File: src/rtl/lc3_alu_mc.sv
// Multi-cycle LC-3 ALU: single-cycle logic ops plus iterative shifts and a shift-add
// multiplier, with valid/ready handshakes on both sides and registered NZP codes.
module lc3_alu_mc #(
  parameter int unsigned WIDTH = 16,
  parameter int unsigned SHW   = 4
) (
  input  logic             clk,
  input  logic             rst,
  input  logic [2:0]       alu_k,
  input  logic [WIDTH-1:0] op_a,
  input  logic [WIDTH-1:0] op_b,
  input  logic             in_valid,
  output logic             in_ready,
  output logic             out_valid,
  input  logic             out_ready,
  input  logic             gate_alu,
  output logic [WIDTH-1:0] alu_out,
  output logic [2:0]       nzp
);

  // Counter is one bit wider than the shift amount so it can hold WIDTH for MUL.
  localparam int unsigned CW = SHW + 1;

  localparam logic [2:0] K_ADD  = 3'b000;
  localparam logic [2:0] K_AND  = 3'b001;
  localparam logic [2:0] K_NOT  = 3'b010;
  localparam logic [2:0] K_PASS = 3'b011;
  localparam logic [2:0] K_SHL  = 3'b100;
  localparam logic [2:0] K_SHR  = 3'b101;
  localparam logic [2:0] K_ASR  = 3'b110;
  localparam logic [2:0] K_MUL  = 3'b111;

  typedef enum logic [1:0] {
    S_IDLE = 2'd0,
    S_BUSY = 2'd1,
    S_DONE = 2'd2
  } state_t;

  state_t           state_q, state_d;
  logic [CW-1:0]    cnt_q, cnt_d;
  logic [2:0]       k_q, k_d;
  logic [WIDTH-1:0] a_q, a_d, b_q, b_d, acc_q, acc_d, res_q, res_d;
  logic [2:0]       nzp_q, nzp_d;
  logic [WIDTH-1:0] step_res, mul_sum, imm_res, fin_res;
  logic             imm, accept;
  logic [SHW-1:0]   amt;

  function automatic logic [2:0] calc_nzp(input logic [WIDTH-1:0] r);
    if (r == '0)          return 3'b010;
    else if (r[WIDTH-1])  return 3'b100;
    else                  return 3'b001;
  endfunction

  assign in_ready  = (state_q == S_IDLE) | ((state_q == S_DONE) & out_ready);
  assign out_valid = (state_q == S_DONE);
  assign accept    = in_valid & in_ready;
  assign amt       = op_b[SHW-1:0];
  assign alu_out   = gate_alu ? res_q : '0;
  assign nzp       = nzp_q;

  // One iteration of the working operand: single-bit shift, or multiplier step.
  always_comb begin
    step_res = a_q << 1;
    mul_sum  = acc_q + (b_q[0] ? a_q : '0);
    case (k_q)
      K_SHR:   step_res = {1'b0, a_q[WIDTH-1:1]};
      K_ASR:   step_res = {a_q[WIDTH-1], a_q[WIDTH-1:1]};
      default: step_res = {a_q[WIDTH-2:0], 1'b0};
    endcase
    fin_res = (k_q == K_MUL) ? mul_sum : step_res;
  end

  // Next-state and datapath update; a new accept overrides the per-state defaults.
  always_comb begin
    state_d = state_q;
    cnt_d   = cnt_q;
    k_d     = k_q;
    a_d     = a_q;
    b_d     = b_q;
    acc_d   = acc_q;
    res_d   = res_q;
    nzp_d   = nzp_q;
    imm     = 1'b1;
    imm_res = op_a;

    case (state_q)
      S_BUSY: begin
        a_d   = step_res;
        b_d   = b_q >> 1;
        acc_d = mul_sum;
        cnt_d = cnt_q - CW'(1);
        if (cnt_q == CW'(1)) begin
          state_d = S_DONE;
          res_d   = fin_res;
          nzp_d   = calc_nzp(fin_res);
        end
      end
      S_DONE: begin
        if (out_ready) state_d = S_IDLE;
      end
      S_IDLE: state_d = S_IDLE;
      default: state_d = S_IDLE;
    endcase

    if (accept) begin
      k_d   = alu_k;
      a_d   = op_a;
      b_d   = op_b;
      acc_d = '0;
      case (alu_k)
        K_ADD:  imm_res = op_a + op_b;
        K_AND:  imm_res = op_a & op_b;
        K_NOT:  imm_res = ~op_a;
        K_PASS: imm_res = op_a;
        K_SHL, K_SHR, K_ASR: begin
          imm_res = op_a;
          imm     = (amt == '0);
          cnt_d   = CW'(amt);
        end
        K_MUL: begin
          imm   = 1'b0;
          cnt_d = CW'(WIDTH);
        end
        default: imm_res = op_a;
      endcase
      if (imm) begin
        state_d = S_DONE;
        res_d   = imm_res;
        nzp_d   = calc_nzp(imm_res);
      end else begin
        state_d = S_BUSY;
      end
    end
  end

  always_ff @(posedge clk or negedge rst) begin
    if (!rst) begin
      state_q <= S_IDLE;
      cnt_q   <= '0;
      k_q     <= K_ADD;
      a_q     <= '0;
      b_q     <= '0;
      acc_q   <= '0;
      res_q   <= '0;
      nzp_q   <= 3'b010;
    end else begin
      state_q <= state_d;
      cnt_q   <= cnt_d;
      k_q     <= k_d;
      a_q     <= a_d;
      b_q     <= b_d;
      acc_q   <= acc_d;
      res_q   <= res_d;
      nzp_q   <= nzp_d;
    end
  end

endmodule

File: config.mk
export PLATFORM = sky130hd
export DESIGN_NAME = lc3_alu_mc
export DESIGN_NICKNAME = d
export VERILOG_FILES = /design/src/rtl/lc3_alu_mc.sv
export SDC_FILE = /design/constraint.sdc
export NUM_CORES = 1
export LEC_CHECK = 0
export CAP_MARGIN = 20
export CORE_ASPECT_RATIO = 1.25
export CORE_UTILIZATION = 45
export DETAILED_ROUTE_END_ITERATION = 8
export HOLD_SLACK_MARGIN = 0.05
export PLACE_DENSITY = 0.74
export SLEW_MARGIN = 20
export SYNTH_ARGS = -nofsm -noshare
export SYNTH_HDL_FRONTEND = slang
export SYNTH_SLANG_ARGS = --single-unit
File: constraint.sdc
create_clock -name clk -period 9.5 [get_ports clk]
set_input_delay 1.9 -clock clk [delete_from_list [all_inputs] [get_ports clk]]
set_output_delay 1.9 -clock clk [all_outputs]
set_load 0.05 [all_outputs]
==> results of run 1 <==
[sequential cells by signal, summed over array words and instances (netlist names)]
register,cells
res_q,16
a_q,16
nzp,3
cnt_q,5
b_q,16
acc_q,16
state_q,2
k_q,3
[per-layer routing]
layer	part of all wire [%]	up-vias	track usage, %
met5	0	-	0
met4	3.2	0	12.9
met3	5.6	42	4.37
met2	49	221	46.4
met1	42	2765	33.6
li1	-	2716	-
[worst register-to-register path, cell delays in order, from the launching register on]
cell      delay, ns
dfrtp_1        0.56
and2_1         0.26
ha_1           0.21
fa_1           0.42
a211oi_2       0.33
o21ai_1        0.21
a31oi_1        0.31
o21ai_1        0.12
nand2b_1       0.18
a31oi_1        0.50
nand4_1        0.20
o41ai_1        0.26
o21bai_1       0.18
a31oi_1        0.11
[stage by stage]
stage          area (um^2)  power, mW  hold slack [ns]  std cells  setup WS, ns
3_3_place_gp          6670       1.72            0.461        921          4.02
2_1_floorplan         5970       1.41            0.446        729          4.85
6_report              7010       2.17            0.477        937          4.00
3_5_place_dp          6670       1.75            0.466        921          3.98
4_1_cts               7010       2.16            0.479        937          3.98
5_1_grt               7010       2.31            0.508        937          3.91
[logic make-up (layout without fill, tap and decap cells)]
family	count (synthesis)	after routing
AOI/OAI and AO/OA	237	237
xor gates and xnor gates	28	28
adders and majority gates	35	35
buffers and inverters	57	97
DFF	77	77
muxes	31	31
and+or+nand+nor	264	264
[power groups by stage]
stage | clock (mW) | sequential, mW | combinational (mW)
2_1_floorplan | 0 | 0.589 | 0.822
3_5_place_dp | 0 | 0.640 | 1.12
4_1_cts | 0.406 | 0.635 | 1.12
6_report | 0.402 | 0.640 | 1.13
3_3_place_gp | 0 | 0.636 | 1.09
5_1_grt | 0.420 | 0.655 | 1.24
[synthesized netlist by cell type, types with 16 or more instances]
master	number	area [um^2]
ha_1	33	413
nor2_1	38	143
o21ai_0	55	275
a21oi_1	53	265
o211ai_1	17	128
clkbuf_1	35	131
nand2_1	125	469
dfrtp_1	76	1900
mux2i_1	25	250
a22oi_1	30	225
xnor2_1	17	149
and2_1	32	200
nand3_1	16	80.1
[how the worst max path moves through the flow]
stage / startpoint / end / slack, ns / cells past startpoint
finish: gate_alu / alu_out[13] / 4.00 / 3
global route: gate_alu / alu_out[13] / 3.91 / 3
CTS: gate_alu / alu_out[13] / 3.98 / 3
detailed placement: gate_alu / alu_out[13] / 3.98 / 3
global placement: gate_alu / alu_out[13] / 4.02 / 3
floorplan: out_ready / in_ready / 4.85 / 2
[final cells by class]
class | instances | share of cell area, %
repair buffers | 66 | 9.23
inverters | 15 | 0.803
multi-input cells | 595 | 54.6
clock buffers | 9 | 3.21
well taps | 168 | 3.00
flip-flops and latches | 77 | 27.5
clock inverters | 7 | 1.62
==> impl_metrics.tcl, run 1 <==
set metrics [dict create \
    cts_root_buf "clkbuf_16" \
    synth_edf_count 0 \
    core_area_um2 12800 \
    final_cell_mix "nand2_1 (125), dfrtp_1 (76), clkdlybuf4s50_1 (59)" \
    nNetsFinal 839 \
    tightest_slew_ns 0.822 \
    grt_max_degree 78 \
    cp_cell_sequence "clkdlybuf4s50_1, and2_1, clkdlybuf4s50_1" \
    via_per_inst 6.13 \
    required_ns 7.60 \
    multiInputGateArea_um2 3830 \
    cap_violations 0 \
    gp_congestion 0.897 \
    rows 46 \
    mostFrequentLayoutCell "nand2_1" \
    cpMaxStageDelayCell "clkdlybuf4s50_1" \
    vdd_drop_max_v 0.000262 \
    synthAdderAreaFrac_pct 7.58 \
    io_pins 61 \
    whs_path_depth 2 \
    finalWirelength_um 18200 \
    crit_path_max_fanout 16 \
    dp_hpwl_um 13300 \
    rr_startpoint "b_q[0]" \
    syn_area_um2 5970 \
    synthArstFlopShare_pct 100 \
    sequentialPowerShare_pct 29.4 \
    syn2layout_area_growth_pct 17.4 \
    cts_resized 0 \
    drtAntennaViolNets 0 \
    yosysWarnings 0 \
    syn_nets 804 \
    status "complete, no violations" \
    avgRoutedWirePerCell_um 19.4 \
    antenna_found_initial 0 \
    min_path_type "reg -> reg" \
    cp_slowest_stage_delay_ns 0.81 \
    grt_pass1_vias 5629 \
    p_int_mw 1.17 \
    drtIter0Drc 333 \
    synthCells 729 \
    cp_common_cell "clkdlybuf4s50_1" \
    die_x_um 105 \
    cp_top_family "buffers and inverters" \
    die_h_um 131 \
    worstReg2RegEnd "nzp[0]" \
    fin_util_pct 54.6 \
    hold_buffers 0 \
    critical_path_class "in -> out" \
    die_area_um2 13700 \
    drive_gt1_share_pct 6.11 \
    skew_ns 0.0109 \
    drt_first_pass_iters 8 \
    cts.path.max_buffers 2 \
    fillers 1205 \
    grt_pass1_wl_um 28800 \
    hold_start "b_q[5]" \
    start_util_pct 46.5 \
    power.static_leakage_nw 3.05 \
    switching_power_mw 1.01 \
    cts_htree_levels 3 \
    clk_latency_ns 0.35 \
    fmax_mhz 182 \
    cts_buffers 9 \
    cp.buffers_inverters 2 \
    setup_viol_count_final 0 \
    timing.reg2reg.worst_path_depth 13 \
    cts_tree "done" \
    overflow 0 \
    yosys.area_share.simple_pct 20.9 \
    whs_endpoint "b_q[5]" \
    clk_pin_slew_ns 0.06 \
    synth_mux_area_share_pct 5.32 \
    antenna_cells 0 \
    yosys.area_share.xor_xnor_pct 4.11 \
    synth_cell_types 70 \
    ys.flop_type "dfrtp_1" \
    pwr-share-comb_pct 52.1 \
    power.share.switching_pct 46.3 \
    crit_path_end_kind "output port" \
    remaining_drc_errors 0 \
    post_cts_buffers 0 \
    synth_compound_area_share_pct 26.1 \
    synth_seq_cells 77 \
    startpoint_type "primary input" \
    fin_crit_ns 5.50 \
    worstPathArrival_ns 3.60 \
    clkPwrFrac_pct 18.5 \
    cts.sink_count 77 \
    final-max-slew-violation-count 0 \
    vias 5744 \
    setup_tns_ns 0 \
    relSlewSlack_pct 45.0 \
    syn_area_per_cell_um2 8.19 \
    globalRouteTotalUtil_pct 27.1 \
    synth_top_family_by_area "compound AO/OA/AOI/OAI gates" \
    rsz0062_at_grt "no" \
    ys_seq_area_share_pct 32.3 \
    numPortBuffers 60 \
    register_area_um2 1930 \
    r2r_slack_ns 5.51 \
    power.density_nw_per_um2 310 \
    finalCritPeriodShare_pct 57.9 \
    final-hold-violation-count 0 \
]
(Power assumes the default switching activity.)
==> run 2, diff against run 1 <==
- clock period: 9.5 -> 5.43 ns (I/O delays scaled with it)
==> impl_metrics.tcl, run 2 (synthesized netlist as in run 1, its figures left out) <==
set metrics [dict create \
    power.density_nw_per_um2 541 \
    detailed_place.area_um2 6690 \
    clk_pin_slew_ns 0.06 \
    fin_crit_ns 4.23 \
    dp_hpwl_um 13600 \
    finalWirelength_um 18500 \
    vdd_drop_max_v 0.000356 \
    syn2layout_area_growth_pct 17.8 \
    tightest_slew_ns 0.897 \
    cts_htree_levels 3 \
    die_h_um 131 \
    rows 46 \
    fmax_mhz 236 \
    rsz0062_at_grt "no" \
    antenna_found_initial 0 \
    critical_path_class "in -> reg" \
    mostFrequentLayoutCell "nand2_1" \
    vias 5761 \
    io_pins 61 \
    overflow 0 \
    crit_path_max_fanout 5 \
    drive_gt1_share_pct 6.35 \
    relSlewSlack_pct 40.0 \
    setup_tns_ns 0 \
    cts.path.max_buffers 2 \
    avgRoutedWirePerCell_um 19.6 \
    fin_area_um2 7030 \
    remaining_drc_errors 0 \
    drt_first_pass_iters 6 \
    startpoint_type "primary input" \
    crit_path_end_kind "flip-flop" \
    power.static_leakage_nw 3.05 \
    via_per_inst 6.13 \
    die_x_um 105 \
    status "complete, no violations" \
    gp_congestion 0.943 \
    setup_viol_count_final 0 \
    drtAntennaViolNets 0 \
    grt_pass1_wl_um 29200 \
    final-hold-violation-count 0 \
    antenna_cells 0 \
    cts_root_buf "clkbuf_16" \
    post_cts_buffers 0 \
    drtIter0Drc 419 \
    finalCritPeriodShare_pct 78.0 \
    final-max-slew-violation-count 0 \
    cts_buffers 9 \
    grt_pass1_vias 5560 \
    numPortBuffers 60 \
    worstPathArrival_ns 4.44 \
    die_area_um2 13700 \
    required_ns 5.63 \
    min_path_type "reg -> reg" \
    cap_violations 0 \
    nNetsFinal 842 \
    core_area_um2 12800 \
    final_cell_mix "nand2_1 (125), dfrtp_1 (76), clkdlybuf4s50_1 (59)" \
    cts_tree "done" \
    start_util_pct 46.5 \
    skew_ns 0.00428 \
    globalRouteTotalUtil_pct 27.3 \
    cts_resized 0 \
    clk_latency_ns 0.34 \
    cts.sink_count 77 \
    grt_max_degree 78 \
    hold_buffers 0 \
]
run 2: routing by layer:
metal	track usage [%]	share of wire [%]	wire, um	up-vias
met5	0	0	0	-
met4	13.0	3.6	672	0
met1	33.4	41	7640	2771
met3	3.72	5.4	1000	45
met2	48.0	50	9150	232
li1	-	-	-	2713
run 2: final timing paths:
path | startpoint | to | slack, ns | cells after the start
min reg2reg | b_q[11] | b_q[11] | 0.48 | 2
max | op_a[0] | nzp[0] | 1.20 | 13
max reg2reg | b_q[0] | nzp[0] | 1.47 | 13
max in group asynchronous | rst | b_q[6] | 4.15 | 1
min | b_q[11] | b_q[11] | 0.48 | 2
min in group asynchronous | rst | acc_q[12] | 0.77 | 1
run 2: final cells by class:
type / instances / area [um^2]
repair buffers: 69 / 669
fillers: 1194 / 5800
clock buffers: 10 / 229
inverters: 15 / 56.3
clock inverters: 6 / 111
well taps: 168 / 210
multi-input cells: 595 / 3830
flip-flops and latches: 77 / 1930
run 2: worst max-delay path, cell delays in order:
cell             delay [ns]
clkdlybuf4s50_1        0.50
ha_1                   0.29
fa_1                   0.45
a211oi_2               0.35
nor2_1                 0.12
o31a_1                 0.28
o31ai_2                0.21
mux2i_1                0.11
a21oi_1                0.20
nand4_1                0.13
or4_1                  0.49
a21oi_1                0.16
a31oi_1                0.06
run 2: stage by stage:
stage | total power, mW | setup WS, ns | hold WS (ns) | utilization, % | std cells
after global routing | 4.03 | 1.01 | 0.504 | 54.8 | 940
after global placement | 3.02 | 0.970 | 0.458 | 52.1 | 924
after floorplan | 2.47 | 1.69 | 0.446 | - | 729
final | 3.80 | 1.20 | 0.478 | 54.8 | 940
after CTS | 3.79 | 1.25 | 0.484 | 54.8 | 940
after detailed placement | 3.08 | 0.925 | 0.468 | 52.1 | 924
run 2: where the power goes:
part	total (mW)	switching [mW]	leakage, nW	internal [mW]
Sequential	1.13	0.279	0.955	0.850
Combinational	1.97	1.22	1.94	0.747
Clock	0.704	0.254	0.163	0.450
==> run 3, diff against run 2 <==
- PLACE_DENSITY: 0.74 -> 0.76
- clock period: 5.43 -> 3.5 ns (I/O delays scaled with it)
==> impl_metrics.tcl, run 3 (synthesized netlist as in run 1, its figures left out) <==
set metrics [dict create \
    status "complete, no violations" \
    gp_congestion 0.933 \
    syn2layout_area_growth_pct 32.4 \
    remaining_drc_errors 0 \
    cts_root_buf "clkbuf_16" \
    rr_startpoint "b_q[0]" \
    skew_ns 0.00922 \
    power.density_nw_per_um2 790 \
    grt_pass1_vias 6023 \
    report.power.total_mw 6.25 \
    worstPathArrival_ns 3.70 \
    grt_max_degree 78 \
    vdd_drop_max_v 0.000619 \
    die_area_um2 13700 \
    startpoint_type "flip-flop" \
    drtIter0Drc 394 \
    io_pins 61 \
    setup_tns_ns 0 \
    cp_slowest_stage_delay_ns 0.44 \
    cap_violations 0 \
    tightest_slew_ns 0.986 \
    fillers 1106 \
    cpMaxStageDelayCell "dfrtp_2" \
    drt_first_pass_iters 7 \
    finalCritPeriodShare_pct 99.3 \
    die_x_um 105 \
    nNetsFinal 936 \
    clk_latency_ns 0.36 \
    critical_path_class "reg -> reg" \
    final-hold-violation-count 0 \
    overflow 0 \
    relSlewSlack_pct 34.2 \
    cts.sink_count 77 \
    mostFrequentLayoutCell "nand2_1" \
    fmax_mhz 288 \
    r2r_slack_ns 0.03 \
    whs_ns 0.355 \
    drtAntennaViolNets 0 \
    cts_htree_levels 3 \
    final_cell_mix "nand2_1 (125), buf_4 (102), dfrtp_1 (75)" \
    fin_crit_ns 3.47 \
    final-max-slew-violation-count 0 \
    setup_viol_count_final 0 \
    power.static_leakage_nw 3.53 \
    fin_util_pct 61.6 \
    cts_tree "done" \
    grt_pass1_wl_um 30500 \
    cts_buffers 9 \
    start_util_pct 46.5 \
    cp_cell_sequence "and2_4, ha_4, fa_2, a211oi_4, o21ai_2, a31oi_4, xor2_2, mux2i_2, nor4_1, nand4_1, o41ai_2, o21bai_1, a31oi_1" \
    worstReg2RegEnd "nzp[0]" \
    cts.path.max_buffers 2 \
    dp_hpwl_um 14400 \
    drive_gt1_share_pct 20.4 \
    numPortBuffers 60 \
    finalWirelength_um 19600 \
    antenna_cells 0 \
    rows 46 \
    die_h_um 131 \
    crit_path_max_fanout 3 \
    antenna_found_initial 0 \
    clk_pin_slew_ns 0.06 \
    globalRouteTotalUtil_pct 28.7 \
    core_area_um2 12800 \
    min_path_type "in -> async" \
    required_ns 3.72 \
    rsz0062_at_grt "yes" \
    crit_path_end_kind "flip-flop" \
    avgRoutedWirePerCell_um 18.9 \
    timing.reg2reg.worst_path_depth 13 \
    vias 6240 \
    via_per_inst 6.03 \
]
==> run 3: cell count changes in the layout (fill, tap and decap cells not counted), sizes merged <==
cell           delta
clkinv            +1
clkinvlp          +1
bufinv            -2
buf              +94
dlygate4sd2       +3
clkdlybuf4s50     -4
dlymetal6s2s      +1
==> run 3: worst max path at each step <==
stage / from / end / depth (start not counted)
global placement: op_b[0] / nzp[0] / 14
detailed placement: op_b[0] / nzp[0] / 13
floorplan: op_a[0] / nzp[0] / 12
finish: b_q[0] / nzp[0] / 13
global route: b_q[0] / nzp[0] / 14
CTS: b_q[0] / nzp[0] / 15
==> run 3: report_power, final <==
group          internal [mW]  switching [mW]
registers               1.32           0.388
logic                   1.46            2.11
clock network          0.551           0.411
==> run 3: critical path: cells and delay by family (launching register included) <==
kind	cells	cell delay (ns)
DFF	1	0.44
AOI/OAI and AO/OA	6	1.29
xor gates and xnor gates	1	0.21
muxes	1	0.14
adders and majority gates	2	0.57
and+or+nand+nor	3	0.68
==> run 3: area by class of cell <==
cell class	count	area [um^2]	share of cell area (%)
sequential	77	1930	24.4
clock inverter	6	63.8	0.807
multi-input combinational	595	4040	51.1
inverter	15	56.3	0.712
timing repair buffer	163	1380	17.4
clock buffer	10	229	2.90
tap	168	210	2.66
==> run 3: per-layer routing <==
layer / GRT usage (%) / routed length [um] / vias up / share of wire (%)
met5: 0 / 0 / - / 0
met4: 17.0 / 806 / 0 / 4.1
met3: 4.51 / 1210 / 53 / 6.2
met2: 48.5 / 9660 / 275 / 49
met1: 35.1 / 7910 / 3010 / 40
li1: - / - / 2902 / -
==> run 3: timing repair <==
action / in CTS / in global routing
pin swaps: 15 / 19
gates resized for setup: 12 / 38
setup buffers: 6 / 3
hold buffers: 0 / 0
setup endpoints to repair: 2 / 4
==> run 3: metrics by stage <==
stage	area, um^2	setup WS (ns)	cells
3_5_place_dp	7330	-0.533	1010
2_1_floorplan	5970	0.151	729
4_1_cts	7710	0.00365	1032
5_1_grt	7910	-0.108	1034
6_report	7910	0.0262	1034
3_3_place_gp	7330	-0.426	1010
==> variant (settings of run 1) <==
Encoding of `state_t`: now one-hot (3 bits for 3 states).
--- a/src/rtl/lc3_alu_mc.sv
+++ b/src/rtl/lc3_alu_mc.sv
@@ -30,10 +30,10 @@
   localparam logic [2:0] K_ASR  = 3'b110;
   localparam logic [2:0] K_MUL  = 3'b111;
 
-  typedef enum logic [1:0] {
-    S_IDLE = 2'd0,
-    S_BUSY = 2'd1,
-    S_DONE = 2'd2
+  typedef enum logic [2:0] {
+    S_IDLE = 3'b001,
+    S_BUSY = 3'b010,
+    S_DONE = 3'b100
   } state_t;
 
   state_t           state_q, state_d;
Formal check against the unedited RTL: same outputs for any inputs over 4 cycles, from zero or initial values and one cycle with rst low; so few cycles prove little.
==> variant against run 1 <==
  * Critical path depth unchanged
  * Highest routed layer unchanged
  * Maximum frequency down 1.3%
  * Worst setup slack lost 0.074 ns
  * Synthesized cell count increased by 3.7%
  * Total power shrank 10%
  * Cell area rose by 2.3%
  * Sequential cell count up 1
  * Die area grew 2.9%
  * Area after synthesis is 3.0% higher
  * Count of clock-buffer cells in the layout is 1 higher
  * Global-route usage hardly changed
  * Sequential share of layout area shrank 0.25 points
  * Wire length increased by 1.7%
==> variant: results (changes against run 1) <==
- Number of global-route vias before repair: 5656 (was 5629)
- Slew of the pin with the lowest slew margin: 0.943 ns (was 0.822 ns)
- Pint: 1.08 mW (was 1.17 mW)
- Critical R2R Capture: nzp[1]$_DFF_PN1_ (was nzp[0]$_DFF_PN0_)
- Post-Route WL: 18500 µm (was 18200 µm)
- Comb_multi_in: 626 (was 595)
- Clk_skew: 0.00999 ns (was 0.0109 ns)
- Clock network power: 0.384 mW (was 0.402 mW)
- Placed cell areas: 6840 µm² (was 6670 µm²)
- Synth Area in Adders: 7.37% (was 7.58%)
- Reg2Reg Depth: 11 (was 13)
- Top cells by area, synth: dfrtp_1, nand2_1, ha_1, o21ai_0, mux2i_1 (was dfrtp_1, nand2_1, ha_1, o21ai_0, a21oi_1)
- Switching power: 0.870 mW (was 1.01 mW)
- Largest net degree at the start of global routing: 79 (was 78)
- Outcome: finished, final reports clean (unchanged)
- Post-synthesis mux area share: 4.42% (was 5.32%)
- Worst reg2reg path startpoint: b_q[0]$_DFFE_PN0N_ (was b_q[0]$_DFFE_PN0P_)
- Worst slack, placed: 3.91 ns (was 3.98 ns)
- Post-Syn Area: 6150 µm² (was 5970 µm²)
- NonClk Buf Share: 9.02% (was 9.23%)
- Worst Min Path Start: b_q[9]$_DFFE_PN0N_ (was b_q[5]$_DFFE_PN0P_)
- Fraction of area in registers: 27.3% (was 27.5%)
- Critical path arrival: 3.68 ns (was 3.60 ns)
- Sink of the worst hold path: b_q[9]$_DFFE_PN0N_ (was b_q[5]$_DFFE_PN0P_)
- Clk cell area share: 4.52% (was 4.84%)
- GRT Total Usage: 27.1% (about the same)
- Vias per std cell: 6.11 (was 6.13)
## variant: cell types whose count changed in the layout (fill, tap and decap cells not counted), moves of 7 or more
cell | before | now
a211oi_1 | 1 | 15
a221o_1 | 1 | 17
a22oi_1 | 30 | 17
nand2_1 | 125 | 111
nand3_1 | 16 | 27
nor2_1 | 37 | 59
o211ai_1 | 17 | 7
o21a_1 | 2 | 9
o21ai_0 | 55 | 62
o21ai_1 | 8 | 1
o22ai_1 | 11 | 2
## variant: worst max-delay path by stage
stage,startpoint,endpoint,cells past startpoint
after floorplan,out_ready,in_ready,2
after global placement,gate_alu,alu_out[15],3
after detailed placement,gate_alu,alu_out[1],3
after CTS,gate_alu,alu_out[1],3
after global routing,gate_alu,alu_out[6],3
final,gate_alu,alu_out[1],3
## variant: through the flow
stage,std cells,hold WS (ns)
finish,966,0.478
global route,966,0.502
CTS,966,0.479
detailed placement,950,0.463
global placement,950,0.461
floorplan,756,0.446
## variant: layer usage
layer / share of wire (%) / track usage (%) / wire, µm / up-vias
met2: 47 / 44.3 / 8700 / 248
met5: 0 / 0 / 0 / -
met3: 7.3 / 3.79 / 1340 / 40
met1: 42 / 35.3 / 7840 / 2765
li1: - / - / - / 2849
met4: 3.2 / 12.7 / 588 / 0
## variant: kinds of logic (layout without fill, tap and decap cells)
| logic type | count (synthesis) | count (layout) |
|---|---|---|
| xor+xnor | 25 | 25 |
| mux | 27 | 27 |
| compound gates | 243 | 243 |
| flops | 78 | 78 |
| fa+ha+maj | 35 | 35 |
| simple gates | 296 | 296 |
| buf+inv | 52 | 91 |
## variant: critical path, delay by kind of cell
family | cells | cell delay, ns
buf+inv | 2 | 1.57
simple gates | 1 | 0.20
